<file path="src/rtl/decode_queue_wide_pkg.sv">
// Shared types for the wide decode queue.
//   fetch_entry_t : one raw fetched instruction as it sits in the queue
//   uop_t         : decoded micro-op handed to rename
//   opcode_t      : decoded operation class
// M_WIDTH / LG_PHT_SZ mirror the machine-wide address and PHT-index widths.
package decode_queue_wide_pkg;

    localparam int M_WIDTH   = 32;
    localparam int LG_PHT_SZ = 8;
    localparam int LG_ROB    = 5;

    typedef enum logic [3:0] {
        OP_II      = 4'd0,   // illegal / unsupported
        OP_ADDI    = 4'd1,
        OP_ADDIW   = 4'd2,
        OP_ADDU    = 4'd3,
        OP_SUBU    = 4'd4,
        OP_LUI     = 4'd5,
        OP_BEQ     = 4'd6,
        OP_BNE     = 4'd7,
        OP_JAL     = 4'd8,
        OP_JALR    = 4'd9,
        OP_LW      = 4'd10,
        OP_SW      = 4'd11,
        OP_RDCYCLE = 4'd12
    } opcode_t;

    typedef struct packed {
        logic [31:0]          insn;
        logic [M_WIDTH-1:0]   pc;
        logic                 pred;
        logic [LG_PHT_SZ-1:0] pht_idx;
        logic [M_WIDTH-1:0]   pred_target;
    } fetch_entry_t;

    typedef struct packed {
        opcode_t              op;
        logic [4:0]           srcA;
        logic [4:0]           srcB;
        logic [4:0]           dst;
        logic                 has_dst;
        logic [31:0]          imm;
        logic [M_WIDTH-1:0]   pc;
        logic                 pred;
        logic [LG_PHT_SZ-1:0] pht_idx;
        logic [M_WIDTH-1:0]   pred_target;
        logic [LG_ROB-1:0]    rob_ptr;
        logic                 serializing_op;
    } uop_t;

    function automatic logic [31:0] sext12(input logic [11:0] v);
        return {{20{v[11]}}, v};
    endfunction

endpackage

</file>
<file path="src/rtl/decode_queue_wide_decode.sv">
// Single-instruction RISC-V decoder (one per output lane).
//   mode64_i : RV64 enable; gates the W-suffixed ops
//   entry_i  : queued fetch entry
//   uop_o    : decoded uop; sideband (pc, prediction) copied through, rob_ptr left 0
module decode_riscv
    import decode_queue_wide_pkg::*;
(
    input  logic         mode64_i,
    input  fetch_entry_t entry_i,
    output uop_t         uop_o
);

    logic [31:0] insn;
    uop_t        u;

    assign insn = entry_i.insn;

    always_comb begin
        u             = '0;
        u.pc          = entry_i.pc;
        u.pred        = entry_i.pred;
        u.pht_idx     = entry_i.pht_idx;
        u.pred_target = entry_i.pred_target;
        case (insn[6:0])
            7'h13: if (insn[14:12] == 3'b000) begin
                u.op = OP_ADDI; u.srcA = insn[19:15]; u.dst = insn[11:7];
                u.imm = sext12(insn[31:20]);
            end
            7'h1b: if (mode64_i && insn[14:12] == 3'b000) begin
                u.op = OP_ADDIW; u.srcA = insn[19:15]; u.dst = insn[11:7];
                u.imm = sext12(insn[31:20]);
            end
            7'h33: if (insn[14:12] == 3'b000 && (insn[31:25] == 7'h00 || insn[31:25] == 7'h20)) begin
                u.op = (insn[30]) ? OP_SUBU : OP_ADDU;
                u.srcA = insn[19:15]; u.srcB = insn[24:20]; u.dst = insn[11:7];
            end
            7'h37: begin
                u.op = OP_LUI; u.dst = insn[11:7]; u.imm = {insn[31:12], 12'h000};
            end
            7'h63: if (insn[14:13] == 2'b00) begin
                u.op = (insn[12]) ? OP_BNE : OP_BEQ;
                u.srcA = insn[19:15]; u.srcB = insn[24:20];
                u.imm = {{19{insn[31]}}, insn[31], insn[7], insn[30:25], insn[11:8], 1'b0};
            end
            7'h6f: begin
                u.op = OP_JAL; u.dst = insn[11:7];
                u.imm = {{11{insn[31]}}, insn[31], insn[19:12], insn[20], insn[30:21], 1'b0};
            end
            7'h67: if (insn[14:12] == 3'b000) begin
                u.op = OP_JALR; u.srcA = insn[19:15]; u.dst = insn[11:7];
                u.imm = sext12(insn[31:20]);
            end
            7'h03: if (insn[14:12] == 3'b010) begin
                u.op = OP_LW; u.srcA = insn[19:15]; u.dst = insn[11:7];
                u.imm = sext12(insn[31:20]);
            end
            7'h23: if (insn[14:12] == 3'b010) begin
                u.op = OP_SW; u.srcA = insn[19:15]; u.srcB = insn[24:20];
                u.imm = sext12({insn[31:25], insn[11:7]});
            end
            7'h73: begin
                // Every SYSTEM-class op drains alone; only rdcycle is decoded further.
                u.serializing_op = 1'b1;
                if (insn[14:12] == 3'b010 && insn[19:15] == 5'd0 && insn[31:20] == 12'hc00) begin
                    u.op = OP_RDCYCLE; u.dst = insn[11:7];
                end
            end
            default: ;
        endcase
        u.has_dst = (u.dst != 5'd0);
        uop_o     = u;
    end

endmodule

</file>
<file path="src/rtl/decode_queue_wide.sv">
// Multi-lane decode queue between fetch and rename.
//   clk, reset_n   : clock, synchronous active-low reset
//   flush          : drop everything queued and presented
//   mode64         : RV64 decode enable
//   in_*           : W_IN-wide fetch bundle, in_valid contiguous from lane 0
//   in_ready       : room for a full W_IN bundle (registered)
//   out_valid/uop  : registered W_OUT-wide decoded bundle
//   out_ready      : rename takes the whole bundle
//   occupancy      : raw entries held
module decode_queue_wide
    import decode_queue_wide_pkg::*;
#(
    parameter int W_IN  = 2,
    parameter int W_OUT = 2,
    parameter int DEPTH = 8
)
(
    input  logic                                 clk,
    input  logic                                 reset_n,
    input  logic                                 flush,
    input  logic                                 mode64,
    input  logic [W_IN-1:0]                      in_valid,
    input  logic [W_IN-1:0][31:0]                in_insn,
    input  logic [W_IN-1:0][M_WIDTH-1:0]         in_pc,
    input  logic [W_IN-1:0]                      in_pred,
    input  logic [W_IN-1:0][LG_PHT_SZ-1:0]       in_pht_idx,
    input  logic [W_IN-1:0][M_WIDTH-1:0]         in_pred_target,
    output logic                                 in_ready,
    output logic [W_OUT-1:0]                     out_valid,
    output uop_t [W_OUT-1:0]                     out_uop,
    input  logic                                 out_ready,
    output logic [$clog2(DEPTH):0]               occupancy
);

    localparam int PW = $clog2(DEPTH);
    localparam int OW = PW + 1;

    fetch_entry_t          mem_q [DEPTH];
    logic [PW-1:0]         head_q, head_d, tail_q, tail_d;
    logic [OW-1:0]         occ_q, occ_d;
    logic                  in_ready_q, in_ready_d;
    logic [W_OUT-1:0]      out_valid_q, out_valid_d;
    uop_t [W_OUT-1:0]      out_uop_q, out_uop_d;
    uop_t [W_OUT-1:0]      dec_uop;
    logic [OW-1:0]         enq_cnt, fill_n, n_eff;
    logic                  fill_stop;
    logic                  load;

    // Lane k decodes the entry at head+k; entries beyond occupancy are ignored by the fill logic.
    for (genvar k = 0; k < W_OUT; k++) begin : g_lane
        decode_riscv u_dec (
            .mode64_i (mode64),
            .entry_i  (mem_q[head_q + PW'(k)]),
            .uop_o    (dec_uop[k])
        );
    end

    always_comb begin
        enq_cnt = '0;
        if (in_ready_q && !flush) begin
            for (int i = 0; i < W_IN; i++) begin
                if (in_valid[i]) enq_cnt = enq_cnt + OW'(1);
            end
        end
    end

    // Fill count: stop at the queue end, stop before a serializing op in lane k>0,
    // and let a serializing op in lane 0 go out by itself.
    always_comb begin
        fill_n    = '0;
        fill_stop = 1'b0;
        for (int k = 0; k < W_OUT; k++) begin
            if (!fill_stop) begin
                if (OW'(k) >= occ_q) begin
                    fill_stop = 1'b1;
                end else if (k != 0 && dec_uop[k].serializing_op) begin
                    fill_stop = 1'b1;
                end else begin
                    fill_n = OW'(k + 1);
                    if (dec_uop[k].serializing_op) fill_stop = 1'b1;
                end
            end
        end
    end

    assign load = ~|out_valid_q | out_ready;

    always_comb begin
        head_d      = head_q;
        tail_d      = tail_q;
        occ_d       = occ_q;
        out_valid_d = out_valid_q;
        out_uop_d   = out_uop_q;
        n_eff       = '0;
        if (flush) begin
            head_d      = '0;
            tail_d      = '0;
            occ_d       = '0;
            out_valid_d = '0;
            out_uop_d   = '0;
        end else begin
            n_eff  = load ? fill_n : '0;
            tail_d = tail_q + PW'(enq_cnt);
            head_d = head_q + PW'(n_eff);
            occ_d  = occ_q + enq_cnt - n_eff;
            if (load) begin
                for (int k = 0; k < W_OUT; k++) begin
                    out_valid_d[k] = (OW'(k) < fill_n);
                    out_uop_d[k]   = (OW'(k) < fill_n) ? dec_uop[k] : '0;
                end
            end
        end
        in_ready_d = (OW'(DEPTH) - occ_d) >= OW'(W_IN);
    end

    always_ff @(posedge clk) begin
        if (!reset_n) begin
            head_q      <= '0;
            tail_q      <= '0;
            occ_q       <= '0;
            in_ready_q  <= 1'b0;
            out_valid_q <= '0;
            out_uop_q   <= '0;
        end else begin
            head_q      <= head_d;
            tail_q      <= tail_d;
            occ_q       <= occ_d;
            in_ready_q  <= in_ready_d;
            out_valid_q <= out_valid_d;
            out_uop_q   <= out_uop_d;
        end
    end

    // Queue storage carries data only, so it is not reset.
    always_ff @(posedge clk) begin
        for (int i = 0; i < W_IN; i++) begin
            if (OW'(i) < enq_cnt) begin
                mem_q[tail_q + PW'(i)].insn        <= in_insn[i];
                mem_q[tail_q + PW'(i)].pc          <= in_pc[i];
                mem_q[tail_q + PW'(i)].pred        <= in_pred[i];
                mem_q[tail_q + PW'(i)].pht_idx     <= in_pht_idx[i];
                mem_q[tail_q + PW'(i)].pred_target <= in_pred_target[i];
            end
        end
    end

    assign in_ready  = in_ready_q;
    assign out_valid = out_valid_q;
    assign out_uop   = out_uop_q;
    assign occupancy = occ_q;

    a_occ_bound: assert property (@(posedge clk) disable iff (!reset_n) occ_q <= OW'(DEPTH));
    a_enq_ready: assert property (@(posedge clk) disable iff (!reset_n) (enq_cnt != '0) |-> in_ready_q);
    a_in_contig: assert property (@(posedge clk) disable iff (!reset_n)
                                  (in_valid & (in_valid + W_IN'(1))) == '0);
    a_out_contig: assert property (@(posedge clk) disable iff (!reset_n)
                                   (out_valid_q & (out_valid_q + W_OUT'(1))) == '0);

endmodule
</file>
<file path="config.mk">
export PLATFORM = sky130hd
export DESIGN_NAME = decode_queue_wide
export DESIGN_NICKNAME = d
export VERILOG_FILES = /design/src/rtl/decode_queue_wide_pkg.sv /design/src/rtl/decode_queue_wide_decode.sv /design/src/rtl/decode_queue_wide.sv
export SDC_FILE = /design/constraint.sdc
export NUM_CORES = 2
export LEC_CHECK = 0
export ABC_AREA = 1
export BUFFER_PORTS_ARGS = -buffer_cell sky130_fd_sc_hd__buf_2
export CORE_UTILIZATION = 30
export CTS_CLUSTER_DIAMETER = 60
export DETAILED_ROUTE_END_ITERATION = 8
export GPL_TIMING_DRIVEN = 0
export PLACE_DENSITY = 0.57
export SYNTH_ARGS = -nofsm -noshare
export SYNTH_HDL_FRONTEND = slang
export SYNTH_SLANG_ARGS = --single-unit
export TNS_END_PERCENT = 50
</file>
<file path="constraint.sdc">
create_clock -name clk -period 34.4 [get_ports clk]
set_clock_uncertainty 0.2 [all_clocks]
set_input_delay 1.72 -clock clk [delete_from_list [all_inputs] [get_ports clk]]
set_output_delay 1.72 -clock clk [all_outputs]
set_load 0.02 [all_outputs]
</file>
==> flow_summary_export.csv <==
group,metric,value,unit
run_status,status,"finished with violations",
run_status,violations,"capacitance limit, slew limit",
power,p_per_area,74.4,mW/mm²
final_layout,final_common_cell,"nand2_1",
setup_path,rr_startpoint,"head_q[0]",
drt,antenna_left,0,
drt,drt_pass1_iterations,9,
final_layout,n_fill_cell,20500,
floorplan,core.rowCount,163,
synthesis,synthCells,7507,
setup_path,crit_start,"head_q[0]",
synthesis,synthArstFlopShare,0,%
setup_path,critPathRequiredTime,34.89,ns
final_layout,final_cell_mix,"nand2_1, o21ai_0, edfxtp_1",
drt,vias,62800,
final_layout,syn_to_final_growth,18.9,%
synthesis,synth_edf_count,840,
synthesis,avgSynthCellArea,8.01,µm²
setup_path,worstPathArrival,6.21,ns
drt,drtIter0Drc,9996,
timing,relSlewSlack,-2.87,%
synthesis,synth_top_flop_cell,"edfxtp_1",
synthesis,ys_ff_latch,1105,
worst_hold_path,min_path_type,"reg -> reg",
clock_tree,clock_sinks,1105,
setup_path,critPathMaxFanout,10,
timing,finalMaxSlewViolations,33,
setup_path,rr_endpoint,"in_ready",
timing,min_period,5.71,ns
floorplan,die_area,0.202,mm²
clock_tree,cts_inserted_buffers,140,
placed_design,portBuffers,370,
clock_tree,clock_latency,0.83,ns
placed_design,placed_area,0.0667,mm²
clock_tree,cts_hold_buf,0,
floorplan,io_pins,486,
synthesis,synth_top_family_by_area,"compound AO/OA/AOI/OAI gates",
synthesis,ys_types,54,
global_route,grt_pass1_wl,427000,µm
setup_path,reg2reg_depth,24,
synthesis,synth_xor_area_share,0.0833,%
global_route,grt_max_degree,17,
floorplan,die_h,450,µm
timing,rsz0062_at_grt,"false",
drt,drc,0,
timing,finalCritPeriodShare,16.6,%
clock_tree,tritoncts,"built",
clock_tree,clk_pin_slew,0.06,ns
clock_tree,clockRootBuffer,"clkbuf_16",
floorplan,die_w,450,µm
power,ir_drop,0.0523,mV
global_route,first_global_vias,58000,
clock_tree,clock_path_buffers,3,
final_layout,drive_above_1_share,13.2,%
placed_design,gp_congestion,0.975,
clock_tree,cts_setup_buffers,0,
setup_path,crit_end,"in_ready",
floorplan,fp.coreArea,0.198,mm²
setup_path,reg2reg_slack,28.69,ns
synthesis,yosys.area_share.simple,20.5,%
power,p_leak,29.5,nW
global_route,overflow,0,
drt,wl,309000,µm
drt,avgRoutedWirePerCell,28.1,µm
timing,fmax,0.175,GHz
synthesis,seq_area_frac_synth,50.8,%
global_route,antenna_found_initial,58,
power,total_power,5.32,mW
timing,setup_tns,0,ns
job,maxCapViolations,4,
global_route,grt_usage,29.2,%
synthesis,syn_area,0.0601,mm²
timing,worstMarginPinSlew,1.54,ns
placed_design,dp_hpwl,230000,µm
clock_tree,htree_levels,4,
setup_path,path_class,"reg -> reg",
synthesis,yosysWarnings,0,
timing,setup_violations,0,
setup_path,end_kind,"flip-flop",
final_layout,fin_nets,8428,
floorplan,start_util,30.3,%
synthesis,synth_adder_area_share,0.341,%
synthesis,synth-compound-area-share,20.8,%
final_layout,fin_area,0.0715,mm²
timing,hold_viol_final,0,
setup_path,worstSetupStartpointType,"flip-flop",
drt,viasPerCell,5.71,
clock_tree,postCtsResizedCells,0,
synthesis,muxShareOfSynthArea,0,%
synthesized netlist by cell type (2+ instances only):
master / count / share of area [%]
nand2_1: 2265 / 14
o21ai_0: 1253 / 10
edfxtp_1: 840 / 42
a21oi_1: 526 / 4.4
clkbuf_1: 392 / 2.4
nand3_1: 388 / 3.2
nor2_1: 387 / 2.4
inv_1: 353 / 2.2
dfxtp_1: 265 / 8.8
o211ai_1: 145 / 1.8
buf_2: 116 / 0.97
o221ai_1: 111 / 1.6
clkbuf_2: 96 / 0.80
a22oi_1: 78 / 0.97
buf_1: 56 / 0.35
a32o_1: 55 / 0.92
buf_4: 37 / 0.46
nand4_1: 13 / 0.14
inv_2: 11 / 0.069
nand2_2: 11 / 0.11
buf_6: 10 / 0.19
ha_1: 10 / 0.21
a31oi_2: 9 / 0.19
o21ai_1: 9 / 0.075
nor3_1: 8 / 0.067
o41ai_1: 8 / 0.12
a31oi_1: 7 / 0.073
fa_1: 4 / 0.13
nor2_2: 4 / 0.042
and3_1: 3 / 0.031
nand2_4: 3 / 0.056
nand3_2: 3 / 0.050
nor2_4: 3 / 0.056
o2111ai_1: 3 / 0.044
o22ai_1: 3 / 0.031
a31oi_4: 2 / 0.071
o31ai_1: 2 / 0.025
or2_2: 2 / 0.021
area by class of cell:
class / instances / area (µm²) / area share (%)
inverter: 364 / 1370 / 1.91
clock buffer: 182 / 3920 / 5.49
timing repair buffer: 539 / 3240 / 4.53
antenna: 34 / 85.1 / 0.119
sequential: 1105 / 30500 / 42.7
clock inverter: 76 / 721 / 1.01
multi-input combinational: 5340 / 25200 / 35.2
buffer: 707 / 3160 / 4.41
tap: 2640 / 3300 / 4.62
layer usage:
metal  wire length, µm  GRT usage [%]  share of wire (%)  vias to the layer above
met5               204              0              0.066                        -
met4             20800           18.1                6.7                       28
met3             39000           8.48                 13                      931
met2            134000           44.1                 43                     4920
met1            115000           36.5                 37                    29600
li1                  -              -                  -                    27300
how the worst min path moves through the flow:
| stage | start | depth (start not counted) | to |
|---|---|---|---|
| 2_1_floorplan | out_uop[131] | 2 | out_uop[131] |
| 3_3_place_gp | out_uop[80] | 2 | out_uop[80] |
| 3_5_place_dp | out_uop[32] | 2 | out_uop[32] |
| 4_1_cts | out_uop[74] | 2 | out_uop[74] |
| 5_1_grt | out_uop[120] | 2 | out_uop[120] |
| 6_report | out_uop[44] | 2 | out_uop[44] |
report_power, final:
group	switching (mW)	internal (mW)
logic	1.71	0.560
clock network	0.641	0.861
registers	0.0388	1.51
total	2.39	2.93
metrics by stage:
| stage | cells | utilization (%) | worst slack [ns] | hold slack (ns) |
|---|---|---|---|---|
| after floorplan | 7516 | - | 20.49 | 0.319 |
| after global placement | 10500 | 32.9 | 6.98 | 0.252 |
| after detailed placement | 10700 | 33.7 | 28.53 | 0.252 |
| after CTS | 11000 | 36.0 | 28.80 | 0.262 |
| after global routing | 11000 | 36.0 | 28.47 | 0.273 |
| final | 11000 | 36.1 | 28.69 | 0.259 |
sequential cells by signal, indices dropped and copies added, names as in the netlist:
name,cells
head_q,3
in_ready,1
mem_q,840
occupancy,4
out_uop,252
out_valid,2
tail_q,3
critical path: stages, from the launching register on:
cell      delay (ns)
dfxtp_1         0.34
ha_1            0.43
clkbuf_1        0.56
nand3_1         0.19
nand3_1         0.14
nand2_2         0.12
nor2_4          0.25
nand2_1         0.20
nand3_1         0.15
inv_2           0.04
nand2_2         0.21
inv_2           0.06
buf_2           0.33
buf_4           0.31
fa_1            0.52
inv_1           0.06
fa_1            0.49
inv_1           0.06
nor2_1          0.18
inv_1           0.07
ha_1            0.19
xnor2_1         0.15
nand4_1         0.10
o21ai_0         0.16
inv_1           0.05
kinds of logic after synthesis:
group / after synthesis
buffers and inverters: 1071
and+or+nand+nor: 3096
adders and majority gates: 14
xor gates and xnor gates: 4
AOI/OAI and AO/OA: 2216
other: 1
DFF: 1105
Power figures use the tool's default switching activity.
